===== config.mk =====
export PLATFORM = sky130hd
export DESIGN_NAME = fir_channel_scheduler
export DESIGN_NICKNAME = d
export VERILOG_FILES = /design/src/rtl/fir_channel_scheduler_pkg.sv /design/src/rtl/fir_channel_scheduler_rr_arbiter.sv /design/src/rtl/fir_channel_scheduler.sv
export SDC_FILE = /design/constraint.sdc
export NUM_CORES = 1
export LEC_CHECK = 0
export CORE_ASPECT_RATIO = 1.4
export CORE_MARGIN = 4
export CORE_UTILIZATION = 40
export DETAILED_ROUTE_END_ITERATION = 6
export GPL_TIMING_DRIVEN = 0
export PLACE_DENSITY = 0.76
export SLEW_MARGIN = 20
export SYNTH_ARGS = -nofsm -noshare
export SYNTH_HDL_FRONTEND = slang
export SYNTH_HIERARCHICAL = 1
export SYNTH_SLANG_ARGS = --single-unit

===== constraint.sdc =====
create_clock -name clk -period 3.6 [get_ports clk]
set_clock_uncertainty 0.1 [all_clocks]
set_input_delay 0.36 -clock clk [delete_from_list [all_inputs] [get_ports clk]]
set_output_delay 0.36 -clock clk [all_outputs]
set_load 0.005 [all_outputs]

===== src/rtl/fir_channel_scheduler_pkg.sv =====
// Shared types and helpers for the FIR channel scheduler.
// Channel indices and coefficient addresses are sized through idx_w().
package fir_sched_pkg;

    typedef enum logic [1:0] {
        IDLE,
        BUSY,
        DRAIN,
        LOAD
    } state_t;

    function automatic int unsigned idx_w(input int unsigned n);
        return (n > 1) ? $clog2(n) : 1;
    endfunction

endpackage


===== src/rtl/fir_channel_scheduler_rr_arbiter.sv =====
// Round-robin arbiter: one-hot grant plus index, searching from an internal pointer.
// The pointer advances past the winner only on cycles where grant_en is high.
module rr_arbiter #(
    parameter int unsigned N     = 4,
    parameter int unsigned IDX_W = 2
) (
    input  logic             clk,
    input  logic             rst,
    input  logic [N-1:0]     req,
    input  logic             grant_en,
    output logic [N-1:0]     grant,
    output logic [IDX_W-1:0] grant_idx,
    output logic             any
);

    logic [IDX_W-1:0] ptr;
    logic [IDX_W-1:0] cand;
    logic             found;

    always_comb begin
        grant     = '0;
        grant_idx = '0;
        cand      = '0;
        found     = 1'b0;
        any       = |req;
        for (int unsigned off = 0; off < N; off++) begin
            cand = IDX_W'((32'(ptr) + off) % N);
            if (!found && req[cand]) begin
                found       = 1'b1;
                grant[cand] = 1'b1;
                grant_idx   = cand;
            end
        end
    end

    always_ff @(posedge clk) begin
        if (rst) begin
            ptr <= '0;
        end else if (grant_en && any) begin
            ptr <= (grant_idx == IDX_W'(N - 1)) ? '0 : grant_idx + 1'b1;
        end
    end

endmodule


===== src/rtl/fir_channel_scheduler.sv =====
// Shares one serial-MAC FIR core across NUM_CH sample channels (one-deep buffer per
// channel, round-robin grant) and sequences drain + coefficient reload into the core.
module fir_channel_scheduler
    import fir_sched_pkg::*;
#(
    parameter int unsigned NUM_CH = 4,
    parameter int unsigned DATA_W = 16,
    parameter int unsigned RES_W  = 36,
    parameter int unsigned TAPS   = 16
) (
    input  logic                       clk,
    input  logic                       rst,
    input  logic [NUM_CH-1:0]          in_valid,
    input  logic [NUM_CH*DATA_W-1:0]   in_data,
    output logic [NUM_CH-1:0]          in_ready,
    output logic                       core_start,
    output logic [idx_w(NUM_CH)-1:0]   core_ch,
    output logic [DATA_W-1:0]          core_data,
    input  logic                       core_done,
    input  logic [RES_W-1:0]           core_result,
    output logic                       out_valid,
    output logic [idx_w(NUM_CH)-1:0]   out_ch,
    output logic [RES_W-1:0]           out_data,
    input  logic                       cfg_req,
    input  logic                       cfg_valid,
    input  logic [DATA_W-1:0]          cfg_data,
    output logic                       cfg_ready,
    output logic                       coeff_we,
    output logic [idx_w(TAPS)-1:0]     coeff_addr,
    output logic [DATA_W-1:0]          coeff_data,
    output logic                       cfg_done
);

    localparam int unsigned CH_W = idx_w(NUM_CH);
    localparam int unsigned AW   = idx_w(TAPS);
    localparam logic [AW-1:0] LAST_ADDR = AW'(TAPS - 1);

    state_t            state, state_nxt;
    logic [NUM_CH-1:0] full;
    logic [DATA_W-1:0] buf_data [NUM_CH];
    logic [NUM_CH-1:0] grant;
    logic [CH_W-1:0]   grant_idx;
    logic              any_full;
    logic [CH_W-1:0]   job_ch;
    logic [DATA_W-1:0] job_data;
    logic [AW-1:0]     cnt;
    logic              last_word;
    logic              job_done;

    rr_arbiter #(
        .N     (NUM_CH),
        .IDX_W (CH_W)
    ) u_arb (
        .clk       (clk),
        .rst       (rst),
        .req       (full),
        .grant_en  (core_start),
        .grant     (grant),
        .grant_idx (grant_idx),
        .any       (any_full)
    );

    assign in_ready = ~full;

    // The job fields are presented combinationally in the grant cycle, then held from registers.
    assign core_ch    = core_start ? grant_idx : job_ch;
    assign core_data  = core_start ? buf_data[grant_idx] : job_data;
    assign coeff_addr = cnt;
    assign coeff_data = cfg_data;

    always_comb begin
        state_nxt  = state;
        core_start = 1'b0;
        cfg_ready  = 1'b0;
        coeff_we   = 1'b0;
        last_word  = 1'b0;
        job_done   = 1'b0;
        unique case (state)
            IDLE: begin
                if (cfg_req) begin
                    state_nxt = LOAD;
                end else if (any_full) begin
                    core_start = 1'b1;
                    state_nxt  = BUSY;
                end
            end
            BUSY: begin
                if (core_done) begin
                    job_done  = 1'b1;
                    state_nxt = cfg_req ? DRAIN : IDLE;
                end
            end
            DRAIN: state_nxt = LOAD;
            LOAD: begin
                cfg_ready = 1'b1;
                coeff_we  = cfg_valid;
                last_word = cfg_valid && (cnt == LAST_ADDR);
                if (last_word) begin
                    state_nxt = IDLE;
                end
            end
            default: state_nxt = IDLE;
        endcase
    end

    always_ff @(posedge clk) begin
        if (rst) begin
            state <= IDLE;
        end else begin
            state <= state_nxt;
        end
    end

    always_ff @(posedge clk) begin
        for (int unsigned i = 0; i < NUM_CH; i++) begin
            if (rst) begin
                full[i] <= 1'b0;
            end else if (core_start && grant[i]) begin
                full[i] <= 1'b0;
            end else if (in_valid[i] && !full[i]) begin
                full[i] <= 1'b1;
            end
        end
    end

    always_ff @(posedge clk) begin
        for (int unsigned i = 0; i < NUM_CH; i++) begin
            if (in_valid[i] && !full[i]) begin
                buf_data[i] <= in_data[i*DATA_W +: DATA_W];
            end
        end
    end

    always_ff @(posedge clk) begin
        if (rst) begin
            job_ch    <= '0;
            job_data  <= '0;
            out_valid <= 1'b0;
            out_ch    <= '0;
            out_data  <= '0;
            cfg_done  <= 1'b0;
            cnt       <= '0;
        end else begin
            if (core_start) begin
                job_ch   <= grant_idx;
                job_data <= buf_data[grant_idx];
            end
            out_valid <= job_done;
            if (job_done) begin
                out_ch   <= job_ch;
                out_data <= core_result;
            end
            cfg_done <= last_word;
            if (coeff_we) begin
                cnt <= last_word ? '0 : cnt + 1'b1;
            end
        end
    end

endmodule


# ---- Yosys cells after proc, flatten, opt, wreduce, memory -nomap -nowiden
# Memories as Yosys holds them, arrays and structs flattened.
# Index checks and enable logic that the tools add are counted.
dict set report totals {
  regBits 70
  ramBits 64
  inputBits 125
  elab_cells 123
  n_memories 1
}
dict set report op_classes {
  add_sub_neg 5
  n_lt_le_gt_ge 8
  eq_ne 8
  mux 53
  bitwise 4
  n_reduce_logical 31
}
# name depth width read_ports rd_clocked_by_memory_dff write_ports line
set mem_list {}
lappend mem_list {buf_data 4 16 1 0 4 fir_channel_scheduler.sv:40} ;# logic [DATA_W-1:0] buf_data [NUM_CH];
# operator count
set op_table {}
lappend op_table {{2-to-1 mux 1 bit} 27}
lappend op_table {{2-to-1 mux 2 bit} 11}
lappend op_table {{2-to-1 mux 4 bit} 5}
lappend op_table {{logical AND 1 bit} 17}
lappend op_table {{2-to-1 mux 16 bit} 1}
lappend op_table {{< comparator 2 x 3 -> 1 bit, second input constant} 4}
lappend op_table {{bitwise OR 4 bit} 3}
lappend op_table {{binary-select mux 1 bit (select 2 bit)} 4}
lappend op_table {{demux 1 bit (select 2 bit)} 4}
lappend op_table {{greater-or-equal comparator 2 x 1 -> 1 bit, second input constant} 4}
lappend op_table {{case mux 2 bit (4 select lines)} 1}
lappend op_table {{OR reduction 2 bit} 4}
lappend op_table {{zero test 1 bit} 7}
lappend op_table {{== test 2 bit, second input constant} 3}
lappend op_table {{adder 2 x 1 -> 2 bit, second input constant} 2}
lappend op_table {{adder 2 bit, second input constant} 2}
lappend op_table {{adder 4 x 1 -> 4 bit, second input constant} 1}
lappend op_table {{== test 4 bit, second input constant} 1}
lappend op_table {{inequality test 2 bit, second input constant} 2}
lappend op_table {{NOT 4 bit} 1}
lappend op_table {{OR reduction 4 bit} 1}
lappend op_table {{inequality test 3 x 2 -> 1 bit, second input constant} 1}
lappend op_table {{AND reduction 3 bit} 1}
lappend op_table {{== test 2 x 1 -> 1 bit, second input constant} 1}
lappend op_table {{zero test 2 bit} 1}

# ---- Logic depth before layout (Yosys ltp)
# Gate-level depths: netlist of run 1.
dict set report depth {
  ltp_word 14
  depth_mapped 12
  depth_no_buf 10
}

# ---- Hierarchy
# The synthesis of run 1 kept the hierarchy.
# mod n_inst cells_per_inst area_per_inst_um2 seq_area_each_um2
set by_module_without_submodules {}
lappend by_module_without_submodules {fir_channel_scheduler 1 383 5134.9 3283.1}
lappend by_module_without_submodules {rr_arbiter 1 65 538.0 40.0}

# ---- Worst setup path after synthesis of run 1
# Ideal clock, no wire load.
dict set report synth_path {
  kind {flip-flop to output port}
  startpoint {register u_arb.ptr[0]}
  endpoint {output core_data[10]}
  arrival_ns 3.161
  required_time_ns 3.140
  path_slack_ns -0.021
  path_stages_with_launch 12
  cell_sequence {dfxtp_1 -> buf_2 -> inv_1 -> ha_1 -> mux4_2 -> a211oi_1 -> a211oi_1 -> nor3_1 -> clkbuf_1 -> buf_2 -> mux4_2 -> mux2_4}
}
dict set report synth_via {
  elab_chain_cells 14
  word_cells_on_any_way 26
  cone_classes {3 x add/sub; 16 x mux; 6 x reduce/logical; 1 x memory}
}
# item line
set synth_lines {}
lappend synth_lines {{start: declaration} fir_channel_scheduler_rr_arbiter.sv:16} ;# logic [IDX_W-1:0] ptr;
lappend synth_lines {{start signal: assignment} fir_channel_scheduler_rr_arbiter.sv:40} ;# ptr <= (grant_idx == IDX_W'(N - 1)) ? '0 : grant_idx + 1'b1;
lappend synth_lines {{parallel branches: the longest is 11 deep, another holds adder 2 x 1 -> 2 bit} --}
lappend synth_lines {{2-to-1 mux 2 bit (*)} fir_channel_scheduler_rr_arbiter.sv:28} ;# if (!found && req[cand]) begin
lappend synth_lines {{named net grant_idx[1]} fir_channel_scheduler.sv:42} ;# logic [CH_W-1:0] grant_idx;
lappend synth_lines {{memory read (4 x 16 bit) (*)} --}
lappend synth_lines {{2-to-1 mux 16 bit (*)} --}
lappend synth_lines {{end: declaration} fir_channel_scheduler.sv:18} ;# output logic [DATA_W-1:0] core_data,
# Mark *: on every way through the listed nets, which the timed path passes. The select of a mux whose other input is x is not followed.

# ---- Worst setup path after layout of run 1
dict set report layout_path {
  startpoint {register u_arb.ptr[0]}
  endpoint {output core_data[9]}
}
# Same word-level chain as after synthesis.

==> results of run 1 <==
worst paths after layout:
check                 end    startpoint  slack (ns)
max          core_data[9]  u_arb/ptr[0]       -0.17
max reg2reg   job_data[9]  u_arb/ptr[0]        0.36
min           out_data[2]   out_data[2]        0.35
min reg2reg   out_data[2]   out_data[2]        0.35
logic make-up (layout without fill, tap and decap cells):
group,count (synthesis),count (layout),synth area share [%]
AO/OA/AOI/OAI,71,71,7.34
XOR/XNOR,1,1,0.154
adder cells (fa/ha/maj),7,7,1.54
buffers and inverters,52,315,5.36
flip-flops,134,134,58.6
multiplexers,41,41,13.5
AND/OR/NAND/NOR,142,142,13.5
stage by stage:
stage               setup slack [ns]  setup TNS (ns)
floorplan                     0.0544               0
global placement               -1.02          -18.81
detailed placement             -1.09          -21.33
CTS                           -0.135           -1.75
global route                  -0.264           -4.30
finish                        -0.165           -2.44
worst max-delay path, stage by stage, from the launching register on:
cell,delay [ns]
sky130_fd_sc_hd__dfxtp_4,0.36
sky130_fd_sc_hd__buf_8,0.10
sky130_fd_sc_hd__clkinvlp_4,0.09
sky130_fd_sc_hd__ha_4,0.29
sky130_fd_sc_hd__mux4_2,0.40
sky130_fd_sc_hd__nor2b_4,0.17
sky130_fd_sc_hd__o21ai_2,0.08
sky130_fd_sc_hd__o31ai_4,0.09
sky130_fd_sc_hd__buf_6,0.20
sky130_fd_sc_hd__buf_12,0.12
sky130_fd_sc_hd__buf_4,0.11
sky130_fd_sc_hd__mux4_2,0.49
sky130_fd_sc_hd__mux2_4,0.29
sky130_fd_sc_hd__buf_6,0.12
placed cells by master, fill, tap and decap left out, types with 4 or more instances in the layout:
| cell | count |
|---|---|
| sky130_fd_sc_hd__inv_6 | 5 |
| sky130_fd_sc_hd__clkbuf_16 | 17 |
| sky130_fd_sc_hd__nand2_1 | 82 |
| sky130_fd_sc_hd__buf_2 | 7 |
| sky130_fd_sc_hd__nor2_1 | 10 |
| sky130_fd_sc_hd__a211oi_1 | 6 |
| sky130_fd_sc_hd__clkinvlp_4 | 5 |
| sky130_fd_sc_hd__a21oi_1 | 42 |
| sky130_fd_sc_hd__buf_6 | 31 |
| sky130_fd_sc_hd__edfxtp_1 | 64 |
| sky130_fd_sc_hd__clkdlybuf4s50_1 | 175 |
| sky130_fd_sc_hd__mux4_2 | 20 |
| sky130_fd_sc_hd__and2b_1 | 5 |
| sky130_fd_sc_hd__nor2b_4 | 11 |
| sky130_fd_sc_hd__nor2b_1 | 5 |
| sky130_fd_sc_hd__buf_4 | 42 |
| sky130_fd_sc_hd__clkbuf_1 | 13 |
| sky130_fd_sc_hd__ha_1 | 6 |
| sky130_fd_sc_hd__o21ai_0 | 4 |
| sky130_fd_sc_hd__inv_1 | 7 |
| sky130_fd_sc_hd__mux2_4 | 17 |
| sky130_fd_sc_hd__nor2b_2 | 4 |
| sky130_fd_sc_hd__a22oi_1 | 9 |
| sky130_fd_sc_hd__dfxtp_1 | 68 |
power by group:
part / switching (mW) / internal (mW)
sequential: 0.0585 / 1.73
combinational: 0.877 / 1.43
clock: 0.696 / 0.969
flip-flops by register name (all words and copies together), names as in the netlist:
register and flops:
out_data 36, full 4, u_arb/ptr 2, coeff_addr 4, out_valid 1, out_ch 2, job_data 16, buf_data 64
state 2, cfg_done 1, job_ch 2
routing by layer:
metal	track usage, %	vias to the layer above
met2	36.4	255
li1	-	2096
met5	0	-
met3	5.72	31
met4	8.02	0
met1	20.0	2078
area by class of cell:
class                      count  area (um2)
fill                        1043        4990
sequential                   134        3330
timing repair buffer         232        2330
multi-input combinational    262        2110
clock buffer                  18         429
buffer                        43         314
tap                          185         231
clock inverter                14         140
inverter                       8        33.8
timing repair:
action                     CTS  global route
buffers inserted            32             3
setup endpoints to repair   35            18
gates resized for setup    128             2
gates cloned                 2             0
pin swaps                    7             4
cells in the mapped netlist, drive strengths merged, types with 7 or more instances:
library cell | n | share of area, %
a211oi | 8 | 1.1
a21oi | 42 | 3.7
a22oi | 9 | 1.2
buf | 30 | 3.9
clkbuf | 14 | 0.93
dfxtp | 70 | 25
edfxtp | 64 | 34
ha | 7 | 1.5
inv | 8 | 0.53
mux2 | 20 | 5.0
mux4 | 20 | 8.3
nand2 | 83 | 5.5
nor2 | 11 | 0.73
nor2b | 20 | 3.5
==> impl_metrics.xml, run 1 <==
<?xml version="1.0" encoding="UTF-8"?>
<metrics>
  <group name="die">
    <metric name="die-width" unit="um">109</metric>
    <metric name="ios" unit="">210</metric>
    <metric name="dieHeight" unit="um">149</metric>
    <metric name="floorplan.initialDensity" unit="%">40.8</metric>
    <metric name="core_region_area" unit="um2">13900</metric>
    <metric name="floorplan.die_area" unit="um2">16200</metric>
    <metric name="core.rowCount" unit="">51</metric>
  </group>
  <group name="cts">
    <metric name="clock_tree.root_cell" unit="">sky130_fd_sc_hd__clkbuf_16</metric>
    <metric name="numCtsBuffers" unit="">17</metric>
    <metric name="clock_insertion_delay_worst_skew" unit="ns">0.41</metric>
    <metric name="ctsHoldBuffers" unit="">0</metric>
    <metric name="number_of_h_tree_levels" unit="">4</metric>
    <metric name="cts.reportedPaths.clkPinSlew" unit="ns">0.06</metric>
    <metric name="clock_tree.buffer_depth" unit="">2</metric>
    <metric name="clock_sinks" unit="">134</metric>
    <metric name="tritoncts" unit="">built</metric>
  </group>
  <group name="global_route">
    <metric name="overall_fraction_of_global_route_tracks_in_use" unit="%">19.5</metric>
    <metric name="first_global_vias" unit="">4721</metric>
    <metric name="antenna_found_initial" unit="">0</metric>
    <metric name="grt-ovfl-total" unit="">0</metric>
    <metric name="global_route_wire_length_before_repair" unit="um">23800</metric>
    <metric name="grt_start_max_net_pins" unit="">17</metric>
  </group>
  <group name="sta">
    <metric name="timing_hold_violations_final" unit="">0</metric>
    <metric name="maxSlewHeadroom" unit="%">50.1</metric>
    <metric name="worst_slack" unit="ns">-0.165</metric>
    <metric name="final_count_of_pins_violating_max_slew" unit="">0</metric>
    <metric name="clock.fmax" unit="MHz">266</metric>
    <metric name="worst_slew_pin_slew" unit="ns">0.739</metric>
    <metric name="grt_setup_unrepaired" unit="">true</metric>
    <metric name="timing.final.crit_share" unit="%">105</metric>
    <metric name="fin_crit" unit="ns">3.77</metric>
    <metric name="timing.final.setup_violations" unit="">17</metric>
    <metric name="timing.hold.ws" unit="ns">0.351</metric>
  </group>
  <group name="critical_path">
    <metric name="setup.worst_path.end_class" unit="">output pin</metric>
    <metric name="required_time_of_the_worst_setup_path" unit="ns">3.14</metric>
    <metric name="critical_path.max_fanout" unit="">5</metric>
    <metric name="reg2reg_depth" unit="">14</metric>
    <metric name="arrival" unit="ns">3.31</metric>
    <metric name="worst_setup_path_start_kind" unit="">flip-flop</metric>
    <metric name="timing_worst_setup_path_type" unit="">reg2out</metric>
  </group>
  <group name="finish">
    <metric name="utilization" unit="%">64.1</metric>
    <metric name="area_growth_syn_to_layout" unit="%">57.2</metric>
    <metric name="layout-drive-gt1-share" unit="%">26.2</metric>
    <metric name="final_net_count" unit="">830</metric>
    <metric name="stdcell_area" unit="um2">8920</metric>
    <metric name="final_cells" unit="">896</metric>
    <metric name="n_diodes" unit="">0</metric>
  </group>
  <group name="detailed_routing">
    <metric name="dr_total_vias" unit="">4460</metric>
    <metric name="routed.top_layer" unit="">met4</metric>
    <metric name="final_antenna_net_count" unit="">0</metric>
    <metric name="drt_drc_violations_left" unit="">0</metric>
    <metric name="detail_route.first_pass.iterations" unit="">4</metric>
    <metric name="totalWireLength" unit="um">16100</metric>
    <metric name="detailroute.wirelength.met3" unit="um">1500</metric>
    <metric name="wire_per_inst" unit="um">17.9</metric>
    <metric name="wirelength_met1" unit="um">5740</metric>
    <metric name="post_drt_via_cell_ratio" unit="">4.98</metric>
    <metric name="detail_route.iter0.violations" unit="">192</metric>
    <metric name="wl_met2" unit="um">8500</metric>
  </group>
  <group name="placed_design">
    <metric name="globalplace.congestion" unit="">0.797</metric>
    <metric name="placement.io_buffers" unit="">193</metric>
    <metric name="post-place-cells" unit="">830</metric>
    <metric name="dp.final_hpwl" unit="um">11400</metric>
    <metric name="placedInstanceArea" unit="um2">7900</metric>
  </group>
  <group name="synthesis">
    <metric name="synth-warning-count" unit="">6</metric>
    <metric name="synthesis.area" unit="um2">5670</metric>
    <metric name="syn_nets" unit="">580</metric>
    <metric name="syn-instance-count" unit="">448</metric>
    <metric name="synth_async_sr_flop_share" unit="%">0</metric>
    <metric name="synth.avg_cell_area" unit="um2">12.7</metric>
    <metric name="synth-edff-count" unit="">64</metric>
    <metric name="synth.lib_cells_used.distinct" unit="">43</metric>
    <metric name="synth.yosys.seq_area_share" unit="%">58.6</metric>
    <metric name="dominantRegCellSynth" unit="">sky130_fd_sc_hd__dfxtp_1</metric>
    <metric name="yosys_register_bits" unit="">134</metric>
  </group>
  <group name="pwr">
    <metric name="total_leakage_power" unit="nW">3.34</metric>
    <metric name="p_per_area" unit="nW/um2">646</metric>
    <metric name="peakVddDrop" unit="V">0.000337</metric>
    <metric name="power" unit="mW">5.77</metric>
  </group>
  <group name="run">
    <metric name="max-cap-violations" unit="">0</metric>
  </group>
  <group name="worst_hold_path">
    <metric name="hold-path-cell-count" unit="">2</metric>
    <metric name="worst_hold_path_type" unit="">reg2reg</metric>
  </group>
  <group name="run_status">
    <metric name="result_of_the_run" unit="">finished with violations</metric>
    <metric name="violated_checks" unit="">negative setup slack</metric>
  </group>
</metrics>
Note: power is estimated with default switching activity, not from simulation.
==> inputs of run 2 (changes only) <==
--- a/config.mk
+++ b/config.mk
@@ -11,6 +11,8 @@
 export DETAILED_ROUTE_END_ITERATION = 6
 export GPL_TIMING_DRIVEN = 0
 export PLACE_DENSITY = 0.76
+export SKIP_CTS_REPAIR_TIMING = 1
+export SKIP_LAST_GASP = 1
 export SLEW_MARGIN = 20
 export SYNTH_ARGS = -nofsm -noshare
 export SYNTH_HDL_FRONTEND = slang
==> impl_metrics.xml, run 2 (synthesis results as in run 1) <==
<?xml version="1.0" encoding="UTF-8"?>
<metrics>
  <group name="critical_path">
    <metric name="critical_path.max_fanout" unit="">8</metric>
    <metric name="max_stage_delay" unit="ns">0.40</metric>
    <metric name="crit_path_cell_trace" unit="">buf_8 -&gt; clkinvlp_4 -&gt; ha_4 -&gt; mux4_2 -&gt; a211oi_2 -&gt; a211oi_2 -&gt; nor3_2 -&gt; buf_6 -&gt; buf_12 -&gt; buf_4 -&gt; mux4_2 -&gt; mux2_4 -&gt; buf_6</metric>
    <metric name="top_cell_family_by_delay_on_the_critical_path" unit="">multiplexers</metric>
    <metric name="arrival" unit="ns">3.50</metric>
    <metric name="timing_worst_setup_path_type" unit="">reg2out</metric>
    <metric name="worst_setup_path_start_kind" unit="">flip-flop</metric>
    <metric name="required_time_of_the_worst_setup_path" unit="ns">3.14</metric>
    <metric name="cpMaxStageDelayCell" unit="">sky130_fd_sc_hd__mux4_2</metric>
    <metric name="count_of_buffering_cells_on_the_critical_path_with_inverters_included" unit="">6</metric>
    <metric name="setup.worst_path.end_class" unit="">output pin</metric>
  </group>
  <group name="finish">
    <metric name="largest-register" unit="">buf_data</metric>
    <metric name="n_diodes" unit="">0</metric>
    <metric name="area_growth_syn_to_layout" unit="%">55.4</metric>
    <metric name="stdcell_area" unit="um2">8810</metric>
    <metric name="fill_cells" unit="">1064</metric>
    <metric name="largest_registers" unit="">buf_data: 64 flops, out_data: 36 flops, job_data: 16 flops</metric>
    <metric name="final_cells" unit="">897</metric>
    <metric name="final_net_count" unit="">831</metric>
    <metric name="flip_flop_count_of_the_largest_register_after_layout" unit="">64</metric>
    <metric name="utilization" unit="%">63.4</metric>
    <metric name="mostFrequentLayoutCell" unit="">sky130_fd_sc_hd__clkdlybuf4s50_1</metric>
    <metric name="most-common-layout-cells" unit="">sky130_fd_sc_hd__clkdlybuf4s50_1 (175), sky130_fd_sc_hd__nand2_1 (83), sky130_fd_sc_hd__dfxtp_1 (68), sky130_fd_sc_hd__edfxtp_1 (64), sky130_fd_sc_hd__buf_4 (48)</metric>
    <metric name="layout-drive-gt1-share" unit="%">25.4</metric>
  </group>
  <group name="die">
    <metric name="floorplan.die_area" unit="um2">16200</metric>
    <metric name="dieHeight" unit="um">149</metric>
    <metric name="die-width" unit="um">109</metric>
    <metric name="core_region_area" unit="um2">13900</metric>
    <metric name="core.rowCount" unit="">51</metric>
    <metric name="ios" unit="">210</metric>
    <metric name="floorplan.initialDensity" unit="%">40.8</metric>
  </group>
  <group name="sta">
    <metric name="worst_slack" unit="ns">-0.365</metric>
    <metric name="final_count_of_pins_violating_max_slew" unit="">0</metric>
    <metric name="timing.final.crit_share" unit="%">110</metric>
    <metric name="clock.fmax" unit="MHz">252</metric>
    <metric name="timing_hold_violations_final" unit="">0</metric>
    <metric name="timing.final.setup_violations" unit="">17</metric>
    <metric name="timing.hold.ws" unit="ns">0.352</metric>
    <metric name="worst_slew_pin_slew" unit="ns">0.761</metric>
    <metric name="maxSlewHeadroom" unit="%">48.6</metric>
    <metric name="fin_tns_setup" unit="ns">-4.42</metric>
    <metric name="fin_crit" unit="ns">3.96</metric>
    <metric name="grt_setup_unrepaired" unit="">true</metric>
  </group>
  <group name="run_status">
    <metric name="result_of_the_run" unit="">finished with violations</metric>
    <metric name="violated_checks" unit="">negative setup slack</metric>
  </group>
  <group name="placed_design">
    <metric name="placedInstanceArea" unit="um2">7900</metric>
    <metric name="dp.final_hpwl" unit="um">11400</metric>
    <metric name="placement.io_buffers" unit="">193</metric>
    <metric name="post-place-cells" unit="">830</metric>
    <metric name="globalplace.congestion" unit="">0.797</metric>
    <metric name="setup_ws_pre_cts" unit="ns">-1.09</metric>
  </group>
  <group name="detailed_routing">
    <metric name="wire_per_inst" unit="um">17.6</metric>
    <metric name="final_antenna_net_count" unit="">0</metric>
    <metric name="post_drt_via_cell_ratio" unit="">4.99</metric>
    <metric name="detail_route.first_pass.iterations" unit="">4</metric>
    <metric name="totalWireLength" unit="um">15800</metric>
    <metric name="dr_total_vias" unit="">4475</metric>
    <metric name="drt_drc_violations_left" unit="">0</metric>
    <metric name="detail_route.iter0.violations" unit="">240</metric>
  </group>
  <group name="global_route">
    <metric name="overall_fraction_of_global_route_tracks_in_use" unit="%">18.2</metric>
    <metric name="antenna_found_initial" unit="">0</metric>
    <metric name="global_route_wire_length_before_repair" unit="um">22200</metric>
    <metric name="grt-ovfl-total" unit="">0</metric>
    <metric name="first_global_vias" unit="">4495</metric>
    <metric name="grt_start_max_net_pins" unit="">17</metric>
  </group>
  <group name="run">
    <metric name="max-cap-violations" unit="">0</metric>
  </group>
  <group name="pwr">
    <metric name="peakVddDrop" unit="V">0.000360</metric>
    <metric name="p_per_area" unit="nW/um2">643</metric>
    <metric name="power" unit="mW">5.67</metric>
    <metric name="total_leakage_power" unit="nW">3.36</metric>
  </group>
  <group name="cts">
    <metric name="numCtsBuffers" unit="">17</metric>
    <metric name="clock_sinks" unit="">134</metric>
    <metric name="clock_insertion_delay_worst_skew" unit="ns">0.41</metric>
    <metric name="cts.reportedPaths.clkPinSlew" unit="ns">0.06</metric>
    <metric name="number_of_h_tree_levels" unit="">4</metric>
    <metric name="clock_tree.root_cell" unit="">sky130_fd_sc_hd__clkbuf_16</metric>
    <metric name="clock_tree.buffer_depth" unit="">2</metric>
    <metric name="tritoncts" unit="">built</metric>
  </group>
  <group name="worst_hold_path">
    <metric name="worst_hold_path_type" unit="">reg2reg</metric>
  </group>
</metrics>
run 2: cell type report:
type	count	area [um2]	area share (%)
flip-flops and latches	134	3330	37.8
repair buffers	233	2230	25.3
multi-input cells	262	2110	23.9
clock buffers	18	429	4.87
plain buffers	43	312	3.53
well taps	185	231	2.63
clock inverters	14	140	1.59
inverters	8	33.8	0.383
run 2: layer usage:
metal / global-route usage [%] / wire length, um
met5: 0 / 0
met1: 18.6 / 5870
met4: 8.53 / 452
met3: 5.76 / 1380
met2: 33.2 / 8100
run 2: final timing paths:
| check | start | to | slack (ns) | depth (start not counted) |
|---|---|---|---|---|
| max | u_arb/ptr[0] | core_data[9] | -0.36 | 13 |
| min | out_data[2] | out_data[2] | 0.35 | 2 |
| max reg2reg | u_arb/ptr[0] | job_data[9] | 0.28 | 13 |
| min reg2reg | out_data[2] | out_data[2] | 0.35 | 2 |
run 2: worst min-delay path: cells and delay by family (launching register included):
kind / cells / cell delay (ns)
AND/OR/NAND/NOR: 1 / 0.05
flip-flops: 1 / 0.30
AO/OA/AOI/OAI: 1 / 0.05
run 2: report_power, final:
part           internal (mW)  switching, mW  total (mW)
sequential              1.73         0.0605        1.79
combinational           1.37          0.837        2.21
clock                  0.969          0.701        1.67
total                   4.07           1.60        5.67
==> inputs of run 3 (changes only) <==
--- a/config.mk
+++ b/config.mk
@@ -5,6 +5,7 @@
 export SDC_FILE = /design/constraint.sdc
 export NUM_CORES = 1
 export LEC_CHECK = 0
+export ABC_CLOCK_PERIOD_IN_PS = 3600
 export CORE_ASPECT_RATIO = 1.4
 export CORE_MARGIN = 4
 export CORE_UTILIZATION = 40
==> results of run 3 <==
The final DEF is identical to that of run 2; final timing and power are the same.
